[src/rtl/ff_excitation_encoder.sv]
// rtl/ff_excitation_encoder.sv - derives SR/JK/D/T excitations for a target state,
// applies them to an internal flip-flop bank and self-checks the result.
module ff_excitation_encoder #(
  parameter int WIDTH   = 4,
  parameter int DC_FILL = 0
) (
  input  logic             clk,
  input  logic             rst,
  input  logic             in_valid,
  output logic             in_ready,
  input  logic [WIDTH-1:0] in_target,
  input  logic [1:0]       in_mode,
  output logic [WIDTH-1:0] exc_a,
  output logic [WIDTH-1:0] exc_b,
  output logic             exc_valid,
  output logic [WIDTH-1:0] q,
  output logic             done,
  output logic             mismatch,
  output logic             err,
  output logic [15:0]      txn_count
);

  typedef enum logic [1:0] {IDLE, ENCODE, APPLY, CHECK} state_t;

  localparam logic [1:0] MODE_SR = 2'b00;
  localparam logic [1:0] MODE_JK = 2'b01;
  localparam logic [1:0] MODE_D  = 2'b10;
  localparam logic       DC      = (DC_FILL != 0);

  state_t           state_q, state_d;
  logic [WIDTH-1:0] target_q;
  logic [1:0]       mode_q;
  logic [WIDTH-1:0] enc_a, enc_b, q_next, dc_vec;
  logic             accept;

  assign dc_vec = {WIDTH{DC}};
  assign accept = (state_q == IDLE) && in_valid;

  always_comb begin
    state_d = state_q;
    case (state_q)
      IDLE:    if (in_valid) state_d = ENCODE;
      ENCODE:  state_d = APPLY;
      APPLY:   state_d = CHECK;
      default: state_d = IDLE;
    endcase
  end

  // SR don't-cares sit on opposite target values, so s and r can never both be 1.
  always_comb begin
    enc_a = '0;
    enc_b = '0;
    case (in_mode)
      MODE_SR: begin
        enc_a = in_target & (~q | dc_vec);
        enc_b = ~in_target & (q | dc_vec);
      end
      MODE_JK: begin
        enc_a = (~q & in_target) | (q & dc_vec);
        enc_b = (q & ~in_target) | (~q & dc_vec);
      end
      MODE_D:  enc_a = in_target;
      default: enc_a = q ^ in_target;
    endcase
  end

  always_comb begin
    q_next = q;
    for (int i = 0; i < WIDTH; i++) begin
      case (mode_q)
        MODE_SR: q_next[i] = (exc_a[i] & exc_b[i]) ? 1'bx : (exc_a[i] | (~exc_b[i] & q[i]));
        MODE_JK: q_next[i] = (exc_a[i] & ~q[i]) | (~exc_b[i] & q[i]);
        MODE_D:  q_next[i] = exc_a[i];
        default: q_next[i] = exc_a[i] ^ q[i];
      endcase
    end
  end

  always_ff @(posedge clk) begin
    if (rst) begin
      state_q   <= IDLE;
      in_ready  <= 1'b1;
      q         <= '0;
      exc_a     <= '0;
      exc_b     <= '0;
      exc_valid <= 1'b0;
      done      <= 1'b0;
      mismatch  <= 1'b0;
      err       <= 1'b0;
      txn_count <= '0;
      target_q  <= '0;
      mode_q    <= '0;
    end else begin
      state_q   <= state_d;
      in_ready  <= (state_d == IDLE);
      exc_valid <= accept;
      done      <= 1'b0;
      mismatch  <= 1'b0;
      if (accept) begin
        target_q <= in_target;
        mode_q   <= in_mode;
        exc_a    <= enc_a;
        exc_b    <= enc_b;
      end
      if (state_q == APPLY) begin
        q         <= q_next;
        done      <= 1'b1;
        mismatch  <= (q_next != target_q);
        err       <= err | (q_next != target_q);
        txn_count <= txn_count + 16'd1;
      end
    end
  end

  a_no_sr_conflict: assert property (@(posedge clk) disable iff (rst)
    (state_q == APPLY && mode_q == MODE_SR) |-> ((exc_a & exc_b) == '0));

endmodule

[config.mk]
export PLATFORM = sky130hd
export DESIGN_NAME = ff_excitation_encoder
export DESIGN_NICKNAME = d
export VERILOG_FILES = /design/src/rtl/ff_excitation_encoder.sv
export SDC_FILE = /design/constraint.sdc
export NUM_CORES = 1
export LEC_CHECK = 0
export ABC_AREA = 1
export ABC_CLOCK_PERIOD_IN_PS = 1600
export BUFFER_PORTS_ARGS = -buffer_cell sky130_fd_sc_hd__buf_2
export CAP_MARGIN = 40
export CORE_AREA = 2 2 66 74
export DETAILED_ROUTE_END_ITERATION = 6
export DIE_AREA = 0 0 68 76
export HOLD_SLACK_MARGIN = 0.03
export PLACE_DENSITY = 0.83
export SLEW_MARGIN = 20
export SYNTH_ARGS = -nofsm -noshare
export SYNTH_HDL_FRONTEND = slang
export SYNTH_SLANG_ARGS = --single-unit
[constraint.sdc]
create_clock -name clk -period 1.6 [get_ports clk]
set_clock_uncertainty 0.2 [all_clocks]
set_input_delay 0.16 -clock clk [delete_from_list [all_inputs] [get_ports clk]]
set_output_delay 0.16 -clock clk [all_outputs]
set_load 0.05 [all_outputs]
==> results.toml <==
[floorplan]
start_util = 0.4696
core_sq_um = 4489
dieArea_sq_um = 5168
ios = 42
die_w_um = 68
die_y_um = 76
rows = 26

[timing]
fin_crit_sh = 1.052
worst_slew_pin_slew_ps = 518.5
fin_setup_tns_ps = -207.8
finalHoldViolCount = 0
fin_ws_ps = -82.88
rsz0062_at_grt = "true"
min_period_ps = 1683
slew_violations = 0
slew_headroom = 0.6539
maxClockFrequency_ghz = 0.5942
holdWs_ps = 49.86
setup_viol = 4

[power_and_ir_drop]
p_per_area_nw_per_um2 = 1544
switchingPower_mw = 2.049
p_int_mw = 2.622
pwr-share-seq = 0.317
p_leak_nw = 1.469
sw_frac_of_total = 0.4387
max-vdd-ir-drop_uv = 1067
pwr-share-comb = 0.526
p_clk_frac = 0.158

[finish]
final_cell_mix = "nand2_1, inv_1, buf_2"
drive_above_1_share = 0.4169
area_delta_synth_final_pct = 43.50
num-fill-cells = 371
n_antenna_cell = 0
register_area_sq_um = 865.8
multi_input_area_sq_um = 1247
layout_commonest_cell = "nand2_1"
final_util = 0.6739
final_nets = 402

[synthesis]
synth_area_per_cell_sq_um = 7.147
netlist_area_sq_um = 2108
synthDistinctLibCells = 27
ys_seq_area_frac = 0.3893
synth_area_leaders = "dfxtp_1, nand2_1, ha_1, inv_1, a21oi_1"
synth_top_area_frac = 0.3893
synthesis.nets = 319
synth_area_leader_cell = "dfxtp_1"
yosys_warnings = 0
synth-seq-cells = 41
syn_inst = 295

[drt]
route.vias.total = 2188
viasPerCell = 5.030
initialDrtViolationCount = 74
drt-pass1-iter-count = 4
wl_mm = 5.511
drtAntennaViolNets = 0
drc = 0
post_drt_wl_per_cell_um = 12.67

[placed_design]
io_buffers = 41
place_congestion = 0.8647
place_ws_ps = -55.48
dp_hpwl_mm = 3.782

[grt]
grt_pass1_wl_mm = 8.852
grt_max_degree = 22
antenna_found_initial = 0
grt_usage = 0.2191
grt_pass1_vias = 2112
overflow = 0

[setup_path]
cp-start-kind = "flop"
max_stage_delay_ps = 370
end_kind = "flop"
r2r_cells = 11
required_ps = 1590
crit_type = "flop to flop"
r2r_setup_slack_ps = -80
crit_path_max_fanout = 2
path_cells = "inv_4 -> ha_4 -> nor2_2 -> nor2_1 -> nand2_1 -> nand2_1 -> nand2_2 -> nor2_2 -> nand2_1 -> nand2_2 -> nand2_1"
rr_startpoint = "q[1]$_SDFFE_PP0P_"
r2r_end = "err$_SDFFE_PP0P_"
critPathBufInv = 1
path_common_cell = "nand2_1"
arrival_ps = 1680
critPathTopFamily = "simple AND/OR/NAND/NOR gates"
critPathSlowestCell = "dfxtp_4"

[min_path]
holdCritStartpoint = "in_valid"
min_path_cells = 4
hp-class = "input pin to flop"
min_to = "mode_q[0]$_SDFFE_PP0P_"

[cts]
clock_latency_ps = 290
clockBufferDepth = 2
cts.sinks = 41
cts_buffers = 5
ctsHtreeMaxLevel = 2
cts_tree = "done"
ctsRootBufferMaster = "clkbuf_8"
clk_pin_slew_ps = 80

[run]
drv_cap = 0

[run_status]
violations = "setup timing"
outcome = "complete, but fails checks"
## synthesized netlist by cell type
| cell | number |
|---|---|
| nand4_1 | 1 |
| a31oi_1 | 2 |
| clkbuf_1 | 4 |
| nor2_2 | 3 |
| nor2_4 | 4 |
| nand4_2 | 1 |
| o21ai_1 | 2 |
| inv_1 | 48 |
| a21oi_1 | 24 |
| nand3_2 | 2 |
| buf_2 | 1 |
| nor2_1 | 28 |
| buf_1 | 2 |
| o21ai_0 | 18 |
| o211ai_1 | 1 |
| nand3b_1 | 1 |
| nand3_1 | 7 |
| inv_2 | 3 |
| nand2_1 | 65 |
| xnor2_1 | 1 |
| a211oi_1 | 4 |
| ha_1 | 15 |
| o21a_1 | 1 |
| nand2_2 | 4 |
| nor3_2 | 3 |
| nor3_1 | 9 |
| dfxtp_1 | 41 |
## through the flow
stage	power [mW]	cells	instance area [sq um]
after floorplan	2.844	295	2176
after global placement	3.465	410	2611
after detailed placement	3.559	410	2611
after CTS	4.444	428	2839
after global routing	4.999	435	3025
final	4.672	435	3025
## worst reg2reg max path, stage by stage, from the launching register on
cell	delay [ps]
dfxtp_4	370
inv_4	40
ha_4	250
nor2_2	30
nor2_1	170
nand2_1	90
nand2_1	80
nand2_2	60
nor2_2	110
nand2_1	70
nand2_2	70
nand2_1	50
## cells by family after synthesis
kind of cell    Yosys count  share of synthesized area
simple gates            128                     0.2819
buf+inv                  58                     0.1039
compound gates           52                     0.1318
flops                    41                     0.3893
fa+ha+maj                15                    0.08902
xor+xnor                  1                   0.004155
## layer usage
metal,wire [um],GRT usage
met5,0,0
met4,96,0.07600
met3,238,0.04874
met2,2915,0.3825
met1,2260,0.2544
## cell type report
class | count | area share
flip-flops and latches | 41 | 0.2862
inverters | 51 | 0.06700
clock buffers | 7 | 0.03184
repair buffers | 83 | 0.1778
multi-input cells | 196 | 0.4123
well taps | 56 | 0.02316
clock inverters | 1 | 0.001654
## worst max path at each step
stage                     slack [ps]                          to  cells past startpoint                   from
after detailed placement         -60  txn_count[14]$_SDFFE_PP0P_                      9  state_q[0]$_SDFF_PP0_
after floorplan                   -6            err$_SDFFE_PP0P_                     11      q[2]$_SDFFE_PP0P_
after global placement            -6  txn_count[14]$_SDFFE_PP0P_                      9  state_q[0]$_SDFF_PP0_
final                            -80            err$_SDFFE_PP0P_                     11      q[1]$_SDFFE_PP0P_
after CTS                        -50  txn_count[14]$_SDFFE_PP0P_                      9  state_q[0]$_SDFF_PP0_
after global routing            -180            err$_SDFFE_PP0P_                     11      q[1]$_SDFFE_PP0P_
## sequential cells by signal, summed over array words and instances (netlist names)
name / cells
done: 1
exc_a: 4
exc_b: 4
exc_valid: 1
txn_count: 16
state_q: 2
target_q: 4
mode_q: 2
in_ready: 1
mismatch: 1
q: 4
err: 1
## timing repair
item / 4_1_cts / 5_1_grt
setup endpoints to repair: 7 / 23
buffers inserted: 4 / 8
pin swaps: 8 / 23
gates cloned: 0 / 0
hold buffers: 6 / 0
resized for setup: 7 / 33
hold endpoints to repair: 6 / 0
## power by group through the flow
| stage | clock, mW | combinational [mW] | sequential, mW |
|---|---|---|---|
| final | 0.738 | 2.46 | 1.48 |
| after global routing | 0.795 | 2.70 | 1.50 |
| after CTS | 0.756 | 2.23 | 1.46 |
| after detailed placement | 0 | 2.10 | 1.46 |
| after global placement | 0 | 2.02 | 1.45 |
| after floorplan | 0 | 0.888 | 1.96 |
No activity file was read; power rests on OpenSTA's default activity.
